### config.mk
export PLATFORM = sky130hd
export DESIGN_NAME = mem_bus_arbiter_flat
export DESIGN_NICKNAME = d
export VERILOG_FILES = /design/src/rtl/mem_bus_arbiter_if.sv /design/src/rtl/mem_bus_arbiter.sv /design/src/flat_wrapper.sv
export SDC_FILE = /design/constraint.sdc
export NUM_CORES = 1
export LEC_CHECK = 0
export BUFFER_PORTS_ARGS = -buffer_cell sky130_fd_sc_hd__buf_4
export CAP_MARGIN = 20
export CORE_AREA = 2 2 109 111
export CTS_CLUSTER_DIAMETER = 30
export DETAILED_ROUTE_END_ITERATION = 6
export DIE_AREA = 0 0 111 113
export GPL_ROUTABILITY_DRIVEN = 0
export GPL_TIMING_DRIVEN = 0
export REMOVE_ABC_BUFFERS = 1
export SETUP_SLACK_MARGIN = 0.5
export SLEW_MARGIN = 25
export SYNTH_ARGS = -nofsm -noshare
export SYNTH_HDL_FRONTEND = slang
export SYNTH_SLANG_ARGS = --single-unit
export TNS_END_PERCENT = 100
### constraint.sdc
create_clock -name clk -period 3.3 [get_ports clk]
set_input_delay 0.66 -clock clk [delete_from_list [all_inputs] [get_ports clk]]
set_output_delay 0.66 -clock clk [all_outputs]
set_load 0.005 [all_outputs]
### src/rtl/mem_bus_arbiter_if.sv
// Bundle of requester, memory-slave and status signals shared by the arbiter.
// The master modport is the arbiter's view; slave is the environment's view.
interface mem_bus_arbiter_if #(
  parameter int AW = 32
);
  logic          i_req;
  logic [AW-1:0] i_addr;
  logic          i_gnt;
  logic          i_rvalid;
  logic [31:0]   i_rdata;

  logic          d_req;
  logic          d_we;
  logic [3:0]    d_be;
  logic [AW-1:0] d_addr;
  logic [31:0]   d_wdata;
  logic          d_gnt;
  logic          d_rvalid;
  logic [31:0]   d_rdata;

  logic          m_req;
  logic          m_we;
  logic [3:0]    m_be;
  logic [AW-1:0] m_addr;
  logic [31:0]   m_wdata;
  logic          m_gnt;
  logic          m_rvalid;
  logic [31:0]   m_rdata;

  logic          busy;

  modport master (
    input  i_req, i_addr,
    output i_gnt, i_rvalid, i_rdata,
    input  d_req, d_we, d_be, d_addr, d_wdata,
    output d_gnt, d_rvalid, d_rdata,
    output m_req, m_we, m_be, m_addr, m_wdata,
    input  m_gnt, m_rvalid, m_rdata,
    output busy
  );

  modport slave (
    output i_req, i_addr,
    input  i_gnt, i_rvalid, i_rdata,
    output d_req, d_we, d_be, d_addr, d_wdata,
    input  d_gnt, d_rvalid, d_rdata,
    input  m_req, m_we, m_be, m_addr, m_wdata,
    output m_gnt, m_rvalid, m_rdata,
    input  busy
  );
endinterface

### src/rtl/mem_bus_arbiter.sv
// Shares one memory port between fetch (I) and load/store (D) requesters.
// D has fixed priority; a starvation counter forces I to win eventually.
module mem_bus_arbiter #(
  parameter int AW         = 32,
  parameter int STARVE_MAX = 4
) (
  input logic               clk,
  input logic               rst_n,
  mem_bus_arbiter_if.master bus
);

  typedef enum logic [1:0] {
    IDLE,
    WAIT_I,
    WAIT_D
  } state_e;

  localparam logic [3:0] STARVE_LIM = 4'(STARVE_MAX);

  state_e        state_q, state_d;
  logic [3:0]    starveCnt_q, starveCnt_d;
  logic          iWins, dWins;
  logic [AW-1:0] addrSel;

  always_comb begin
    iWins = 1'b0;
    dWins = 1'b0;
    if (bus.d_req && bus.i_req) begin
      if (starveCnt_q >= STARVE_LIM) iWins = 1'b1;
      else                           dWins = 1'b1;
    end else if (bus.d_req) begin
      dWins = 1'b1;
    end else if (bus.i_req) begin
      iWins = 1'b1;
    end
  end

  // Outputs are gated by rst_n so reset forces them to zero asynchronously
  always_comb begin
    state_d      = state_q;
    starveCnt_d  = starveCnt_q;
    addrSel      = '0;
    bus.m_req    = 1'b0;
    bus.m_we     = 1'b0;
    bus.m_be     = 4'h0;
    bus.m_wdata  = 32'h0;
    bus.i_gnt    = 1'b0;
    bus.d_gnt    = 1'b0;
    bus.i_rvalid = 1'b0;
    bus.d_rvalid = 1'b0;
    bus.i_rdata  = 32'h0;
    bus.d_rdata  = 32'h0;
    bus.busy     = 1'b0;
    if (rst_n) begin
      case (state_q)
        IDLE: begin
          if (dWins) begin
            bus.m_req   = 1'b1;
            bus.m_we    = bus.d_we;
            bus.m_be    = bus.d_be;
            addrSel     = bus.d_addr;
            bus.m_wdata = bus.d_wdata;
            bus.d_gnt   = bus.m_gnt;
          end else if (iWins) begin
            bus.m_req   = 1'b1;
            bus.m_be    = 4'hF;
            addrSel     = bus.i_addr;
            bus.i_gnt   = bus.m_gnt;
          end
          if ((dWins || iWins) && bus.m_gnt) begin
            state_d = iWins ? WAIT_I : WAIT_D;
          end
          if (!bus.i_req) begin
            starveCnt_d = 4'h0;
          end else if (iWins && bus.m_gnt) begin
            starveCnt_d = 4'h0;
          end else if (starveCnt_q < STARVE_LIM) begin
            starveCnt_d = starveCnt_q + 4'h1;
          end
        end
        WAIT_I: begin
          bus.busy     = 1'b1;
          bus.i_rvalid = bus.m_rvalid;
          bus.i_rdata  = bus.m_rdata;
          if (bus.m_rvalid) state_d = IDLE;
        end
        WAIT_D: begin
          bus.busy     = 1'b1;
          bus.d_rvalid = bus.m_rvalid;
          bus.d_rdata  = bus.m_rdata;
          if (bus.m_rvalid) state_d = IDLE;
        end
        default: state_d = IDLE;
      endcase
    end
    bus.m_addr = addrSel;
  end

  always_ff @(posedge clk or negedge rst_n) begin
    if (!rst_n) begin
      state_q     <= IDLE;
      starveCnt_q <= 4'h0;
    end else begin
      state_q     <= state_d;
      starveCnt_q <= starveCnt_d;
    end
  end

endmodule

### src/flat_wrapper.sv
// flat-port wrapper written by rule: the top's interface ports become plain ports
module mem_bus_arbiter_flat 
#(
  parameter int AW         = 32,
  parameter int STARVE_MAX = 4
)
  (clk, rst_n, bus_i_req, bus_i_addr, bus_i_gnt, bus_i_rvalid, bus_i_rdata, bus_d_req, bus_d_we, bus_d_be, bus_d_addr, bus_d_wdata, bus_d_gnt, bus_d_rvalid, bus_d_rdata, bus_m_req, bus_m_we, bus_m_be, bus_m_addr, bus_m_wdata, bus_m_gnt, bus_m_rvalid, bus_m_rdata, bus_busy);
  mem_bus_arbiter_if #(.AW(AW)) bus_i ();
  input logic clk;
  input logic rst_n;
  input wire logic [$bits(bus_i.i_req)-1:0] bus_i_req;
  input wire logic [$bits(bus_i.i_addr)-1:0] bus_i_addr;
  output wire logic [$bits(bus_i.i_gnt)-1:0] bus_i_gnt;
  output wire logic [$bits(bus_i.i_rvalid)-1:0] bus_i_rvalid;
  output wire logic [$bits(bus_i.i_rdata)-1:0] bus_i_rdata;
  input wire logic [$bits(bus_i.d_req)-1:0] bus_d_req;
  input wire logic [$bits(bus_i.d_we)-1:0] bus_d_we;
  input wire logic [$bits(bus_i.d_be)-1:0] bus_d_be;
  input wire logic [$bits(bus_i.d_addr)-1:0] bus_d_addr;
  input wire logic [$bits(bus_i.d_wdata)-1:0] bus_d_wdata;
  output wire logic [$bits(bus_i.d_gnt)-1:0] bus_d_gnt;
  output wire logic [$bits(bus_i.d_rvalid)-1:0] bus_d_rvalid;
  output wire logic [$bits(bus_i.d_rdata)-1:0] bus_d_rdata;
  output wire logic [$bits(bus_i.m_req)-1:0] bus_m_req;
  output wire logic [$bits(bus_i.m_we)-1:0] bus_m_we;
  output wire logic [$bits(bus_i.m_be)-1:0] bus_m_be;
  output wire logic [$bits(bus_i.m_addr)-1:0] bus_m_addr;
  output wire logic [$bits(bus_i.m_wdata)-1:0] bus_m_wdata;
  input wire logic [$bits(bus_i.m_gnt)-1:0] bus_m_gnt;
  input wire logic [$bits(bus_i.m_rvalid)-1:0] bus_m_rvalid;
  input wire logic [$bits(bus_i.m_rdata)-1:0] bus_m_rdata;
  output wire logic [$bits(bus_i.busy)-1:0] bus_busy;
  assign bus_i.i_req = bus_i_req;
  assign bus_i.i_addr = bus_i_addr;
  assign bus_i_gnt = bus_i.i_gnt;
  assign bus_i_rvalid = bus_i.i_rvalid;
  assign bus_i_rdata = bus_i.i_rdata;
  assign bus_i.d_req = bus_d_req;
  assign bus_i.d_we = bus_d_we;
  assign bus_i.d_be = bus_d_be;
  assign bus_i.d_addr = bus_d_addr;
  assign bus_i.d_wdata = bus_d_wdata;
  assign bus_d_gnt = bus_i.d_gnt;
  assign bus_d_rvalid = bus_i.d_rvalid;
  assign bus_d_rdata = bus_i.d_rdata;
  assign bus_m_req = bus_i.m_req;
  assign bus_m_we = bus_i.m_we;
  assign bus_m_be = bus_i.m_be;
  assign bus_m_addr = bus_i.m_addr;
  assign bus_m_wdata = bus_i.m_wdata;
  assign bus_i.m_gnt = bus_m_gnt;
  assign bus_i.m_rvalid = bus_m_rvalid;
  assign bus_i.m_rdata = bus_m_rdata;
  assign bus_busy = bus_i.busy;
  mem_bus_arbiter #(.AW(AW), .STARVE_MAX(STARVE_MAX)) u_core (.clk(clk), .rst_n(rst_n), .bus(bus_i));
endmodule
* Word-level counts from Yosys, hierarchy flattened
Index checks and enable logic that the tools add are counted.
** Word-level totals
- Register bits :: 6
- Input bits :: 139
- Output and inout port bits :: 139
- Logic and storage cells :: 67
** Operators by class
- Add/subtract/negate cells :: 1
- Order comparisons :: 2
- Equal/unequal tests :: 5
- Multiplexer cells :: 49
- Reductions and logical operators :: 8
** Operators with widths (count)
- 32-bit 2-to-1 mux :: 11
- 4-bit 2-to-1 mux :: 7
- 1-bit 2-to-1 mux :: 27
- 2-bit 2-to-1 mux :: 3
- 3-bit AND reduction :: 2
- 4-bit by 1-bit adder with 4-bit output, second input constant :: 1
- 4-bit by 3-bit >= comparator with 1-bit output, second input constant :: 1
- 4-bit by 3-bit < comparator with 1-bit output, second input constant :: 1
- 2-bit by 1-bit != test with 1-bit output, second input constant :: 2
- 2-bit case mux with 2 select lines :: 1
- 1-bit logical AND :: 3
- 3-bit by 1-bit != test with 1-bit output, second input constant :: 1
- 2-bit by 1-bit == test with 1-bit output, second input constant :: 1
- 2-bit == test, second input constant :: 1
- 2-bit logical NOT :: 1
- 2-bit OR reduction :: 1
- 1-bit logical OR :: 1

* Depth between registers and ports, before layout
- Depth in word-level cells :: 7
- Gate-level depth with buffers :: 6
- Gate-level depth less buffers :: 5

* Least setup slack after synthesis
No wires, ideal clock.
- Path kind :: input port to output port
- From :: input port bus_d_req
- To :: output port bus_m_wdata[10]
- Data arrival time :: 1.526 ns
- Data required time :: 2.640 ns
- Setup slack :: 1.114 ns
- Stages :: 4
- Path buffers :: 2
- Cells stage by stage :: clkbuf_1 and4_1 clkbuf_1 and2_1
** On the way
- Word-level cells in the longest chain between the ends :: 5
- Elaborated cells between the ends (all ways) :: 6
** Ends and longest elaborated chain
- start, declared :: line flat_wrapper.sv:16 : input wire logic [$bits(bus_i.d_req)-1:0] bus_d_req;
- 1-bit 2-to-1 mux / 1-bit logical AND (equally long branches) :: line mem_bus_arbiter.sv:31, mem_bus_arbiter.sv:28
- 1-bit 2-to-1 mux (*) :: line mem_bus_arbiter.sv:28 : if (bus.d_req && bus.i_req) begin
- 32-bit 2-to-1 mux (*) :: line mem_bus_arbiter.sv:57 : if (dWins) begin
- 32-bit 2-to-1 mux (*) :: line mem_bus_arbiter.sv:55 : case (state_q)
- 32-bit 2-to-1 mux (*) :: line mem_bus_arbiter.sv:54 : if (rst_n) begin
- end, declared :: line flat_wrapper.sv:28 : output wire logic [$bits(bus_i.m_wdata)-1:0] bus_m_wdata;
Every way passes the cells marked *; elsewhere a longest branch is shown, timed or not.

* Worst setup path after layout
- From :: input port bus_d_req
- To :: output port bus_m_addr[18]
** On the way
- Word-level cells in the longest chain between the ends :: 6
- Elaborated cells between the ends (all ways) :: 9
** Ends and longest elaborated chain
- 1-bit 2-to-1 mux / 1-bit logical AND (equally long branches) :: line mem_bus_arbiter.sv:31, mem_bus_arbiter.sv:28
- 1-bit 2-to-1 mux :: line mem_bus_arbiter.sv:28
- 32-bit 2-to-1 mux :: line mem_bus_arbiter.sv:64 : end else if (iWins) begin
- 32-bit 2-to-1 mux (*) :: line mem_bus_arbiter.sv:57
- 32-bit 2-to-1 mux (*) :: line mem_bus_arbiter.sv:55
- 32-bit 2-to-1 mux (*) :: line mem_bus_arbiter.sv:54
- end, declared :: line flat_wrapper.sv:27 : output wire logic [$bits(bus_i.m_addr)-1:0] bus_m_addr;
Marks and branches as above.

==> results.md <==
- Comb pwr share: 77.0%
- Worst-margin pin slew: 0.903 ns
- Critical path arrival: between 2 and 2.5 ns
- Clk_skew: between 0.003 and 0.004 ns
- Int Pwr: roughly 800 uW
- H-tree Lvls: 1
- Clk sinks: 6
- Die Height: roughly 110 um
- CTS Root Cell: clkbuf_16
- Clock share of power: roughly 14%
- Top fanout value on the critical path: 38
- Ys Warns: 0
- Pre-antenna DRT Iters: 6
- Unrepaired setup endpoints after global routing: true
- Port buffer count: approximately 280
- Area contributors post-synth: and3_1 (24%), nand3_1 (20%), and2_1 (12%), a21oi_1 (10%), dfrtp_1 (8.8%)
- Total track usage: between 10% and 20%
- Register area share after synthesis: under 10%
- Peak supply drop: 124 uV
- 1st-iter DRT viols: approximately 190
- Total power: 1.41 mW
- Max stage delay on crit path: ~0.62 ns
- Placed Area: between 3000 and 4000 um2
- Sequential power share: just under 9%
- Place WS: 0.0492 ns
- Number of remaining DRC errors: 0
- Finished Cell Area: about 3900 um2
- Crit-path cells: buf_4 -> or3b_4 -> nand3_1 -> a21oi_1 -> buf_4
- Fin crit share: 82.3%
- Crit Path Category: primary input to output pin
- Initial antenna violation count: 1
- EDFF count, synth: 0
- Fmax: between 0.3 and 0.4 GHz
- First-pass GRT wire length: 15,600 um
- Post-synth top area share: between 20% and 30%
- Detailed placement HPWL: between 8000 and 9000 um
- Worst rel slew slack: between 30% and 40%
- Largest net degree at the start of global routing: around 80
- Final net count: ~680
- Routed Antenna Nets: 0
- Full die area: between 10,000 and 15,000 um2
- Crit end category: output pin
- Final Slew Violations: 0
- Starting Density: 15.1%
- CP max stage cell: or3b_4
- CTS tree: built
- Distinct cells, synth: 29
- Critical Path Start Type: primary input
- Yosys top cell by area: and3_1
- MaxCap Viol Count: 0
- Syn avg cell area: 5.99 um2
- Worst-case clock buffer depth: 2
- Clock Latency Late Sink: roughly 0.23 ns
- DR vias: around 3,100
- Io pins: around 280
- Chip width: roughly 110 um
- Hold Fails Final Rpt: 0
- PD cells: ~360 nW/um2
- Vias per cell: ~4.7
- Commonest non-fill, non-tap cell in the layout: buf_4
- Hold Crit Class: primary input to async pin
- Cts bufs inserted: 3
- Sum of negative setup slack: 0 ns
- Total Routed Length: around 11,000 um
- P_leak: about 2.3 nW
- Share of cells above drive strength 1: between 50% and 60%
- Number of fill cells in the layout: around 1,200
- Post-route minimum period: 2.72 ns
- Final setup violation count: 0
- Core ar.: approximately 11,000 um2
- Synthesized area: about 1700 um2
- Switching power total: just under 600 uW
- Syn Inst Count: roughly 290
- Crit path required time: between 2 and 3 ns
- Reg clk slew, reported paths: ~0.040 ns
- Post-synthesis register bit count: 6
- Sw Ratio: 41.8%
- Area growth syn-to-layout: 131%
- Vias in the first global route: around 3,000
- Synth Flop Type: dfrtp_1
- Post-synth ARST share: 100%
- Setup WS post-layout: 0.584 ns
- WL/cell: approximately 16 um
- Row count: 39
- Core Util, Final: between 30% and 40%
- Worst path most repeated cell: buf_4
- Most used cells in the layout excluding fill and tap cells: buf_4 (277), nand3_1 (68), and3_1 (66), a21oi_1 (34), and2_1 (34)
- Global route total overflow: 0
- Status: finished, final reports clean
sequential cells by signal (all words and copies together), names as in the netlist:
register,cells
u_core.starveCnt_q,4
u_core.state_q,2
worst paths after layout:
path	from	end	slack, ns	depth (start not counted)
min in group clk	u_core.starveCnt_q[0]	u_core.starveCnt_q[0]	0.48	1
hold reg to reg	u_core.starveCnt_q[0]	u_core.starveCnt_q[0]	0.48	1
setup reg to reg	u_core.state_q[0]	u_core.starveCnt_q[1]	1.54	5
hold / removal	rst_n	u_core.state_q[0]	0.36	1
max in group asynchronous	rst_n	u_core.starveCnt_q[2]	2.64	1
setup / recovery	bus_d_req	bus_m_addr[18]	0.58	5
final cells by class:
class	count	area (um2)	share of cell area, %
diodes	1	2.50	0.0634
clock buffers	3	75.1	1.90
inverters	5	18.8	0.475
multi-input cells	239	1430	36.3
flip-flops and latches	6	150	3.80
well taps	143	179	4.53
repair buffers	278	2090	53.0
power groups by stage:
stage	combinational [mW]	clock (mW)	sequential (mW)
2_1_floorplan	0.447	0	0.118
3_3_place_gp	1.07	0	0.121
3_5_place_dp	1.09	0	0.125
4_1_cts	1.10	0.201	0.128
5_1_grt	1.20	0.205	0.131
6_report	1.09	0.198	0.126
cells by family (layout without fill, tap and decap cells):
| group | after synthesis | count (layout) | share of synthesized area [%] |
|---|---|---|---|
| buffers and inverters | 41 | 286 | 9.16 |
| AOI/OAI and AO/OA | 46 | 47 | 15.4 |
| adders and majority gates | 4 | 4 | 2.93 |
| and+or+nand+nor | 187 | 187 | 63.1 |
| DFF | 6 | 6 | 8.80 |
| other | 0 | 1 | 0 |
| muxes | 1 | 1 | 0.587 |
synth_stat cells, types with 3 or more instances:
library cell / count
dfrtp_1: 6
nor2b_1: 3
nand3_1: 68
and2_1: 34
clkbuf_1: 31
o21a_1: 4
nor2_1: 6
inv_1: 5
ha_1: 4
nand2_1: 3
buf_1: 3
a21oi_1: 34
and3_1: 66
timing repair:
action | CTS | global route
pin swaps | 1 | 0
endpoints found under the setup margin | 71 | 40
buffers inserted | 1 | 0
cloned | 1 | 0
gates resized for setup | 3 | 3
hold buffers | 0 | 0
critical path, delay by kind of cell:
| kind | cells | cell delay [ns] |
|---|---|---|
| and+or+nand+nor | 2 | 0.79 |
| buffers and inverters | 2 | 0.48 |
| AOI/OAI and AO/OA | 1 | 0.10 |
per-layer routing:
metal | vias up | global-route usage (%) | wire length [um]
met5 | - | 0 | 0
met4 | 0 | 3.08 | 63
met3 | 7 | 2.41 | 937
met2 | 199 | 29.9 | 5560
met1 | 1422 | 17.4 | 4050
li1 | 1511 | - | -
metrics by stage:
step / cells / hold WS [ns]
floorplan: 249 / 0.364
global placement: 669 / 0.470
detailed placement: 669 / 0.477
CTS: 674 / 0.435
global route: 675 / 0.376
finish: 675 / 0.356
Power figures use the tool's default switching activity.
